### config.mk
export PLATFORM = sky130hd
export DESIGN_NAME = vx_mask_serializer_flat
export DESIGN_NICKNAME = d
export VERILOG_FILES = /design/src/rtl/vx_mask_serializer_if.sv /design/src/rtl/vx_mask_serializer.sv /design/src/flat_wrapper.sv
export SDC_FILE = /design/constraint.sdc
export NUM_CORES = 1
export LEC_CHECK = 0
export BUFFER_PORTS_ARGS = -buffer_cell sky130_fd_sc_hd__buf_2
export CORE_AREA = 3 3 40 42
export CTS_CLUSTER_DIAMETER = 60
export DETAILED_ROUTE_END_ITERATION = 7
export DIE_AREA = 0 0 43 45
export SYNTH_ARGS = -nofsm -noshare
export SYNTH_HDL_FRONTEND = slang
export SYNTH_SLANG_ARGS = --single-unit
### constraint.sdc
create_clock -name clk -period 1.2 [get_ports clk]
set_input_delay 0.24 -clock clk [delete_from_list [all_inputs] [get_ports clk]]
set_output_delay 0.24 -clock clk [all_outputs]
set_load 0.02 [all_outputs]
### src/rtl/vx_mask_serializer_if.sv
// Handshake bundle for vx_mask_serializer: mask-in channel and one-hot beat-out channel.
// The master side issues masks and grants ready_out. The slave side is the serializer.
interface vx_mask_serializer_if #(
  parameter int N  = 4,
  parameter int LN = (N > 1) ? $clog2(N) : 1
);
  logic          valid_in;
  logic [N-1:0]  data_in;
  logic          ready_in;
  logic          valid_out;
  logic [N-1:0]  onehot_out;
  logic [LN-1:0] index_out;
  logic          last_out;
  logic          ready_out;

  modport master (
    output valid_in, data_in, ready_out,
    input  ready_in, valid_out, onehot_out, index_out, last_out
  );

  modport slave (
    input  valid_in, data_in, ready_out,
    output ready_in, valid_out, onehot_out, index_out, last_out
  );
endinterface

### src/rtl/vx_mask_serializer.sv
// Serializes a request mask into one-hot beats, lowest (or highest) set bit first.
// A new mask can be accepted in the same cycle as the last beat's handshake.
module vx_mask_serializer #(
  parameter int N       = 4,
  parameter bit REVERSE = 1'b0,
  parameter int LN      = (N > 1) ? $clog2(N) : 1
) (
  input logic                clk,
  input logic                reset,
  vx_mask_serializer_if.slave bus
);

  typedef enum logic {IDLE, BUSY} state_e;

  state_e        state_q, state_d;
  logic [N-1:0]  pend_q, pend_d;
  logic [N-1:0]  sel_oh;
  logic [LN-1:0] sel_idx;
  logic          busy, single, fire, accept;
  logic          ready_in, valid_out, last_out;

  // The loop direction sets priority: the last matching iteration wins.
  always_comb begin
    // NOTE: every always_comb output gets a default first, so no path leaves it unassigned (no latch).
    sel_oh  = '0;
    sel_idx = '0;
    if (REVERSE) begin
      for (int i = 0; i < N; i++) begin
        if (pend_q[i]) begin
          sel_oh    = '0;
          sel_oh[i] = 1'b1;
          sel_idx   = LN'(i);
        end
      end
    end else begin
      for (int i = N - 1; i >= 0; i--) begin
        if (pend_q[i]) begin
          sel_oh    = '0;
          sel_oh[i] = 1'b1;
          sel_idx   = LN'(i);
        end
      end
    end
  end

  assign busy      = (state_q == BUSY) && !reset;
  assign single    = (pend_q & (pend_q - N'(1))) == '0;
  assign valid_out = busy;
  assign last_out  = busy && single;
  assign fire      = valid_out && bus.ready_out;
  assign ready_in  = !reset && ((state_q == IDLE) || (fire && last_out));
  assign accept    = bus.valid_in && ready_in;

  assign bus.ready_in   = ready_in;
  assign bus.valid_out  = valid_out;
  assign bus.onehot_out = busy ? sel_oh : '0;
  assign bus.index_out  = busy ? sel_idx : '0;
  assign bus.last_out   = last_out;

  // A zero mask is accepted but leaves the retirement decision above untouched.
  always_comb begin
    state_d = state_q;
    pend_d  = pend_q;
    if (fire) begin
      pend_d = pend_q & ~sel_oh;
      if (last_out) state_d = IDLE;
    end
    if (accept && (bus.data_in != '0)) begin
      pend_d  = bus.data_in;
      state_d = BUSY;
    end
  end

  always_ff @(posedge clk) begin
    // NOTE: state registers use non-blocking assignments so every flop samples pre-edge values.
    if (reset) begin
      state_q <= IDLE;
      pend_q  <= '0;
    end else begin
      state_q <= state_d;
      pend_q  <= pend_d;
    end
  end

  a_onehot: assert property (@(posedge clk) disable iff (reset)
    bus.valid_out |-> $onehot(bus.onehot_out));

endmodule

### src/flat_wrapper.sv
// flat-port wrapper written by rule: the top's interface ports become plain ports
module vx_mask_serializer_flat 
#(
  parameter int N       = 4,
  parameter bit REVERSE = 1'b0,
  parameter int LN      = (N > 1) ? $clog2(N) : 1
)
  (clk, reset, bus_valid_in, bus_data_in, bus_ready_out, bus_ready_in, bus_valid_out, bus_onehot_out, bus_index_out, bus_last_out);
  vx_mask_serializer_if #(.N(N), .LN(LN)) bus_i ();
  input logic clk;
  input logic reset;
  input wire logic [$bits(bus_i.valid_in)-1:0] bus_valid_in;
  input wire logic [$bits(bus_i.data_in)-1:0] bus_data_in;
  input wire logic [$bits(bus_i.ready_out)-1:0] bus_ready_out;
  output wire logic [$bits(bus_i.ready_in)-1:0] bus_ready_in;
  output wire logic [$bits(bus_i.valid_out)-1:0] bus_valid_out;
  output wire logic [$bits(bus_i.onehot_out)-1:0] bus_onehot_out;
  output wire logic [$bits(bus_i.index_out)-1:0] bus_index_out;
  output wire logic [$bits(bus_i.last_out)-1:0] bus_last_out;
  assign bus_i.valid_in = bus_valid_in;
  assign bus_i.data_in = bus_data_in;
  assign bus_i.ready_out = bus_ready_out;
  assign bus_ready_in = bus_i.ready_in;
  assign bus_valid_out = bus_i.valid_out;
  assign bus_onehot_out = bus_i.onehot_out;
  assign bus_index_out = bus_i.index_out;
  assign bus_last_out = bus_i.last_out;
  vx_mask_serializer #(.N(N), .REVERSE(REVERSE), .LN(LN)) u_core (.clk(clk), .reset(reset), .bus(bus_i));
endmodule
Word level (Yosys, flattened, before mapping)
Cells that the tools add are included.
Word-level totals
  register bits: 5
  bits of input ports: 8
  output and inout port bits: 9
  logic and storage cells: 36
Operators by class
  add/subtract/negate cells: 1
  multiplexer cells: 15
  bitwise logic cells: 4
  reductions and logical operators: 14
Operator list (count)
  two-way mux 4 bit: 7
  two-way mux 2 bit: 5
  AND 4 bit: 2
  logical AND 1 bit: 7
  zero test 4 bit: 1
  inverter 4 bit: 1
  nonzero test 2 bit: 2
  nonzero test 4 bit: 1
  subtractor 4 x 1 -> 4 bit, second input constant: 1
  two-way mux 1 bit: 3
  AND reduction 2 bit: 1
  zero test 1 bit: 1
  logical OR 1 bit: 1
  inverter 1 bit: 1

Depth between registers and ports, before layout
Gate-level depths: netlist (run 1).
  depth after elaboration: 11
  depth in mapped cells: 4
  gate-level depth less buffers: 4

Worst setup path after synthesis (run 1)
Ideal clock, no wire load.
  path kind: reg2out
  start point: register u_core.state_q
  end point: output bus_onehot_out[3]
  arrival time: 1.428 ns
  data required time: 0.960 ns
  slack: -0.468 ns
  stages on the path, launching flop included: 4
  path buffers: 0
  cell sequence: dfxtp_1 > nand2b_1 > or3_1 > nor3b_1
On the way
  cells in the longest elaborated chain, start to end: 2
Ends and longest elaborated chain
  start: declaration: RTL line vx_mask_serializer.sv:15  | state_e state_q, state_d;
  start signal: assignment: RTL line vx_mask_serializer.sv:80  | state_q <= state_d;
  logical AND 1 bit: RTL line vx_mask_serializer.sv:46  | assign busy = (state_q == BUSY) && !reset;
  two-way mux 4 bit: RTL line vx_mask_serializer.sv:56  | assign bus.onehot_out = busy ? sel_oh : '0;
  end: declaration: RTL line flat_wrapper.sv:17  | output wire logic [$bits(bus_i.onehot_out)-1:0] bus_onehot_out;
Every way passes these cells.

Final worst setup path (run 1)
  start point: register u_core.pend_q[1]
  end point: output bus_onehot_out[3]
On the way
  cells in the longest elaborated chain, start to end: 3
Ends and longest elaborated chain
  start: declaration: RTL line vx_mask_serializer.sv:16  | logic [N-1:0] pend_q, pend_d;
  start signal: assignment: RTL line vx_mask_serializer.sv:81  | pend_q <= pend_d;
  two-way mux 4 bit (2 in series): RTL line vx_mask_serializer.sv:37  | if (pend_q[i]) begin
  two-way mux 4 bit: RTL line vx_mask_serializer.sv:56
Every way passes these cells.

==> results of run 1 <==
-- worst max path at each step --
stage	from	end	slack, ns	cells after the start
5_1_grt	u_core.pend_q[1]$_SDFFE_PP0P_	bus_onehot_out[3]	-0.42	3
6_report	u_core.pend_q[1]$_SDFFE_PP0P_	bus_onehot_out[3]	-0.37	3
3_3_place_gp	reset	bus_onehot_out[3]	-0.21	5
2_1_floorplan	u_core.state_q$_SDFFE_PP0P_	bus_onehot_out[3]	-0.12	3
3_5_place_dp	reset	bus_onehot_out[3]	-0.22	5
4_1_cts	u_core.pend_q[1]$_SDFFE_PP0P_	bus_onehot_out[3]	-0.38	3
-- final cells by class --
type	instances	area share [%]
repair buffers	29	32.4
well taps	15	2.53
multi-input cells	37	44.4
clock buffers	4	3.54
inverters	3	1.85
flip-flops and latches	5	15.3
-- worst max-delay path: stages (launching register included) --
cell     delay [ns]
dfxtp_2        0.34
or3_4          0.42
nor3b_4        0.19
buf_6          0.14
-- what timing repair did --
action,in CTS,in global routing
gates resized for setup,25,7
hold endpoints to repair,0,0
endpoints found under the setup margin,13,14
pin swaps,6,2
buffers inserted,4,0
-- sequential cells by signal, indices dropped and copies added (netlist names) --
register        flops
u_core.pend_q       4
u_core.state_q      1
-- stage by stage --
stage / setup TNS, ns / total power [uW] / hold WS, ns / util (%) / setup slack, ns
floorplan: -0.477 / 295 / 0.425 / - / -0.118
global placement: -0.880 / 356 / 0.531 / 45.4 / -0.211
detailed placement: -1.09 / 361 / 0.531 / 45.4 / -0.224
CTS: -2.57 / 604 / 0.316 / 55.8 / -0.384
global route: -3.22 / 651 / 0.341 / 57.7 / -0.420
finish: -2.49 / 601 / 0.322 / 57.7 / -0.372
-- power by group through the flow --
| stage | registers [uW] | logic (uW) | clock network, uW |
|---|---|---|---|
| final | 198 | 213 | 190 |
| after global routing | 200 | 233 | 218 |
| after global placement | 197 | 159 | 0 |
| after CTS | 198 | 207 | 200 |
| after detailed placement | 198 | 163 | 0 |
| after floorplan | 203 | 92.1 | 0 |
-- metal layers --
metal	GRT usage, %	vias to the layer above	routed length [um]
li1	-	225	-
met1	12.7	202	372
met2	23.7	17	507
met3	2.39	4	73
met4	10.8	0	27
met5	0	-	0
-- cells in the mapped netlist --
library cell / n / area share, %
dfxtp_1: 5 / 26
mux2i_1: 4 / 10
and2b_2: 3 / 6.9
o21ai_0: 3 / 3.9
or3_1: 1 / 1.6
nor3_1: 1 / 1.3
nand2b_1: 1 / 1.6
nand2_1: 2 / 2.0
nor3b_1: 1 / 2.0
a211oi_2: 2 / 6.6
nand4b_1: 1 / 2.3
a21oi_1: 3 / 3.9
and3_1: 1 / 1.6
a211o_4: 1 / 4.6
or2b_1: 1 / 2.0
or2b_2: 3 / 6.9
o41ai_1: 1 / 2.3
clkbuf_1: 1 / 0.98
nand3b_1: 2 / 3.9
nor2_1: 6 / 5.9
inv_1: 3 / 3.0
-- logic make-up after synthesis --
family	count (synthesis)	synth area share, %
AO/OA/AOI/OAI	10	21.3
multiplexers	4	10.5
buffers and inverters	4	3.93
AND/OR/NAND/NOR	23	38.0
flip-flops	5	26.2
-- placed cells by master, fill, tap and decap left out --
master | Yosys | final
nand4b_1 | 1 | 1
clkbuf_1 | 1 | 1
nand2b_4 | 0 | 1
dfxtp_2 | 0 | 2
o21ai_2 | 0 | 1
nor2_4 | 0 | 1
buf_6 | 0 | 8
dfxtp_4 | 0 | 3
buf_4 | 0 | 12
or2b_2 | 3 | 3
nor2_1 | 6 | 2
or3_4 | 0 | 1
buf_2 | 0 | 8
a21oi_1 | 3 | 1
nor3_1 | 1 | 1
mux2i_1 | 4 | 4
a21oi_2 | 0 | 2
inv_2 | 0 | 2
and3_4 | 0 | 1
nand2_1 | 2 | 2
nand3b_1 | 2 | 2
a211oi_2 | 2 | 1
a211o_4 | 1 | 1
o21ai_0 | 3 | 2
buf_12 | 0 | 1
nor2_2 | 0 | 3
nor3b_4 | 0 | 1
clkbuf_4 | 0 | 3
and2b_2 | 3 | 3
or2b_1 | 1 | 1
o41ai_1 | 1 | 1
a211oi_4 | 0 | 1
inv_4 | 0 | 1
==> results.md, run 1 <==
- Status: complete, but fails checks
- Failing checks: negative setup slack
- Lkg Pwr: 0.000335 uW
- Die area: 1940 um2
- Routed Antenna Nets: 0
- Cell row count: 13
- Seq pwr share: 32.9%
- Vias: 448
- Reg2reg setup slack: -0.15 ns
- Die height: 45 um
- Crit path max fanout: 5
- Synth warn: 0
- Syn Nets: 54
- Post-synthesis sequential area ratio: 26.2%
- Clock Power Share: 31.6%
- Gr usage total: ~13%
- Worst Hold Path EP: u_core.state_q$_SDFFE_PP0P_
- RSZ-0062 raised after global routing: true
- Achievable Freq: 0.636 GHz
- Area growth syn-to-layout: 94.4%
- Antenna violations before repair: 0
- 1st-iter DRT viols: 2
- DRC: 0
- CTS H-tree depth: 1
- Final WS setup: -0.372 ns
- N_diodes: 0
- Final-layout fill cell count: 120
- Distinct cells, synth: 21
- Launching point of the worst reg2reg path: u_core.pend_q[0]$_SDFFE_PP0P_
- Sink Count: 5
- Routed len/inst: 10.5 um
- Setup crit start kind: flop
- Sw Pwr: ~180 uW
- Post-DP Area: roughly 580 um2
- R2r endpoint: u_core.pend_q[1]$_SDFFE_PP0P_
- Mapped cell area: 382 um2
- Worst Skew: 0.00259 ns
- First-pass iteration count of the detailed router: 2
- Internal Pwr Total: 425 uW
- Endpoint class of the critical path: output pin
- Worst path arrival time: 1.33 ns
- Multi-input logic area: 329 um2
- Post-DR vias/cell: 4.82
- Finished Cell Area: ~740 um2
- Maxcap violations: 0
- Num CTS Buffers: 3
- Reg clk slew, reported paths: about 0.040 ns
- Fin crit share: 131%
- Die W: between 40 and 50 um
- Worst Tran Pin Value: around 0.32 ns
- Initial core utilization: 29.7%
- Detailed placer's ending HPWL: 764 um
- Fin. max-slew vios: 0
- Switching share of power: 29.3%
- Final wirelength: roughly 1000 um
- VDD IR max: 0.000512 V
- CTS tree: built
- Skew-Pair Late Insertion Delay: approximately 0.24 ns
- IO buf count: 16
- WP data required: 0.96 ns
- Inst Count DP: 85
- HP Start: reset
- Core region area: 1280 um2
- Reg2Reg Depth: 4
- Fin nets: 87
- Final Hold Viols: 0
- Slew headroom: slightly below 80%
- First-pass GRT wire length: about 1.8 mm
- Routability cong.: 0.786
- Final setup viols: 13
- GRT Residual Overflow: 0
- Min cycle time layout: 1.57 ns
- Synth Instances: 46
- Comb power frac: 35.5%
- Ratio of cells with drive above 1 in the final layout: 76.9%
- Root Buffer: clkbuf_4
- I/O pins: 17
- Vias in the first global route: roughly 450
- Hold WC Path Type: in2reg
- Hold Path Stages: 3
- Post-synthesis register bit count: 5
- Worst setup path class: reg2out
- Maximum clock path buffer count: 2
- Synth Area per Inst: 8.30 um2
- Sequential cell area: 114 um2
- PD cells: 810 nW/um2
- Largest net degree at the start of global routing: 11
- Post-route insts no fill: 93
- Hold Buf Count CTS: 0
Power figures use the tool's default switching activity.
==> run 2: changes to the inputs <==
--- a/config.mk
+++ b/config.mk
@@ -10,6 +10,7 @@
 export CTS_CLUSTER_DIAMETER = 60
 export DETAILED_ROUTE_END_ITERATION = 7
 export DIE_AREA = 0 0 43 45
+export SKIP_CTS_REPAIR_TIMING = 1
 export SYNTH_ARGS = -nofsm -noshare
 export SYNTH_HDL_FRONTEND = slang
 export SYNTH_SLANG_ARGS = --single-unit
==> run 2 against run 1 <==
The flow still finishes with violations (negative setup slack); setup slack lost 0.0052 ns; largest cell class unchanged; sequential cell count is the same; critical path type unchanged; clock skew shrank 0.0010 ns; non-clock buffer count shrank 1; hold slack gained 0.0058 ns; register-to-register slack lost 0.03 ns; sequential share of layout area grew 1.1 points; final cell count shrank 1.1%.
==> results.md, run 2 (synthesis gave the netlist of run 1 again) <==
- Status: complete, but fails checks
- Failing checks: negative setup slack
- GRT Residual Overflow: 0 (unchanged)
- Cell row count: 13 (unchanged)
- Final Hold Viols: 0 (unchanged)
- Most flops, register: u_core.pend_q
- Lkg Pwr: 0.000331 uW (-1.1%)
- Clock Power Share: 31.8% (+0.2 points)
- Final core utilization: 56.3% (-1.5 points)
- Final-layout fill cell count: 129 (+7.5%)
- Routability cong.: 0.786 (unchanged)
- Vias in the first global route: 398 (-12%)
- Setup crit start kind: flop
- Die area: 1940 um2 (unchanged)
- Switching share of power: 30.0% (+0.63 points)
- Final wirelength: 1.01 mm (+2.5%)
- Pwr Total: 594 uW (-1.1%)
- Achievable Freq: 0.634 GHz (-0.33%)
- Internal Pwr Total: 416 uW (-2.0%)
- Slew headroom: 78.7% (about the same)
- Post-DR vias/cell: 4.96 (+2.9%)
- Gr usage total: 11.6% (-1.4 points)
- Antenna violations before repair: 0 (unchanged)
- I/O pins: 17 (unchanged)
- Largest net degree at the start of global routing: 11 (unchanged)
- Comb power frac: 34.8% (-0.7 points)
- VDD IR max: 0.000506 V (-1.3%)
- Reg clk slew, reported paths: 0.04 ns (about the same)
- Biggest regs: u_core.pend_q x4, u_core.state_q x1
- Crit path max fanout: 5 (unchanged)
- HP Start: reset
- Post-DP Area: 583 um2 (unchanged)
- Launching point of the worst reg2reg path: u_core.pend_q[1]$_SDFFE_PP0P_
- Hold WC Path Type: in2reg
- Root Buffer: clkbuf_4
- Wire length on met1: 377 um (+1.3%)
- R2r endpoint: u_core.pend_q[1]$_SDFFE_PP0P_
- Sink Count: 5 (unchanged)
- N_diodes: 0 (unchanged)
- RSZ-0062 raised after global routing: true
- Routed wl met3: 80 um (+9.6%)
- Final setup viols: 13 (unchanged)
- First-pass GRT wire length: 1.61 mm (-11%)
- Routed len/inst: 10.9 um (+3.7%)
- Fin crit share: 131% (+0.43 points)
- Fin nets: 86 (-1.1%)
- IO buf count: 16 (unchanged)
- Seq pwr share: 33.4% (+0.5 points)
- DR top layer: met4
- CTS H-tree depth: 1 (unchanged)
- Worst Hold Path EP: u_core.state_q$_SDFFE_PP0P_
- Skew-Pair Late Insertion Delay: 0.24 ns (about the same)
- Commonest cells after routing, fill and taps aside: buf_4, buf_2, buf_6, dfxtp_4, mux2i_1
- CTS tree: built
- PD cells: 822 nW/um2 (+1.5%)
- WP data required: 0.96 ns (about the same)
- DRC: 0 (unchanged)
- Fin. max-slew vios: 0 (unchanged)
- Min cycle time layout: 1.58 ns (+0.00518 ns)
- Initial core utilization: 29.7% (unchanged)
- Maxcap violations: 0 (unchanged)
- Worst setup path class: reg2out
- Worst Skew: 0.00156 ns (-0.00103 ns)
- Met2 Wirelength: 520 um (+2.6%)
- Most common cell after layout, fill and taps aside: buf_4
- Routed Antenna Nets: 0 (unchanged)
- Core region area: 1280 um2 (unchanged)
- Inst Count DP: 85 (unchanged)
- Vias: 456 (+1.8%)
- Worst path arrival time: 1.34 ns (about the same)
- Max reg flops: 4 (unchanged)
- Detailed placer's ending HPWL: 764 um (unchanged)
- Reg2Reg Depth: 5 (+1)
- Area growth syn-to-layout: 89.5%
- Hold Path Stages: 3 (unchanged)
- Num CTS Buffers: 3 (unchanged)
- Reg2reg setup slack: -0.18 ns (-0.03 ns)
- WHS: 0.328 ns (+0.00575 ns)
- Final WS setup: -0.377 ns (-0.00518 ns)
- First-pass iteration count of the detailed router: 4 (+2)
- Die W: 43 um (unchanged)
- Sw Pwr: 178 uW (+1.0%)
- Post-route insts no fill: 92 (-1.1%)
- Worst Tran Pin Value: 0.316 ns (-0.000699 ns)
- Ratio of cells with drive above 1 in the final layout: 75.3% (-1.6 points)
- Maximum clock path buffer count: 2 (unchanged)
- Endpoint class of the critical path: output pin
- Finished Cell Area: 723 um2 (-2.5%)
- 1st-iter DRT viols: 3 (+1)
- Die height: 45 um (unchanged)
## run 2: through the flow
| step | TNS (ns) | setup WS, ns |
|---|---|---|
| 2_1_floorplan | -0.477 | -0.118 |
| 3_3_place_gp | -0.880 | -0.211 |
| 3_5_place_dp | -1.09 | -0.224 |
| 4_1_cts | -2.64 | -0.424 |
| 5_1_grt | -3.57 | -0.428 |
| 6_report | -2.80 | -0.377 |
## run 2: area by class of cell
type                            instances  area [um2]  share of cell area (%)
Sequential cell                         5         119                    16.4
Inverter                                3        16.3                    2.25
Multi-Input combinational cell         37         332                    45.8
Clock buffer                            4        26.3                    3.63
Tap cell                               15        18.8                    2.60
Timing Repair Buffer                   28         211                    29.2
## run 2: how the worst max path moves through the flow
stage                                    to  cells after the start                          start
after detailed placement  bus_onehot_out[3]                      5                          reset
after global placement    bus_onehot_out[3]                      5                          reset
final                     bus_onehot_out[3]                      3  u_core.pend_q[1]$_SDFFE_PP0P_
after CTS                 bus_onehot_out[3]                      3  u_core.pend_q[1]$_SDFFE_PP0P_
after floorplan           bus_onehot_out[3]                      3    u_core.state_q$_SDFFE_PP0P_
after global routing           bus_ready_in                      5  u_core.pend_q[1]$_SDFFE_PP0P_
## run 2: worst max-delay path, cell delays in order (launching register included)
cell and delay [ns]:
dfxtp_4 0.36, or3_4 0.42, nor3b_4 0.19, buf_6 0.14
## run 2: power by group through the flow
stage,logic [uW],clock network (uW),registers (uW)
after detailed placement,163,0,198
after floorplan,92.1,0,203
after global placement,159,0,197
after global routing,226,218,200
final,207,189,199
after CTS,163,200,195
## run 2: metal layers
| layer | vias up | GRT usage [%] |
|---|---|---|
| li1 | 225 | - |
| met1 | 208 | 12.0 |
| met2 | 19 | 19.5 |
| met3 | 4 | 2.39 |
| met4 | 0 | 10.8 |
| met5 | - | 0 |
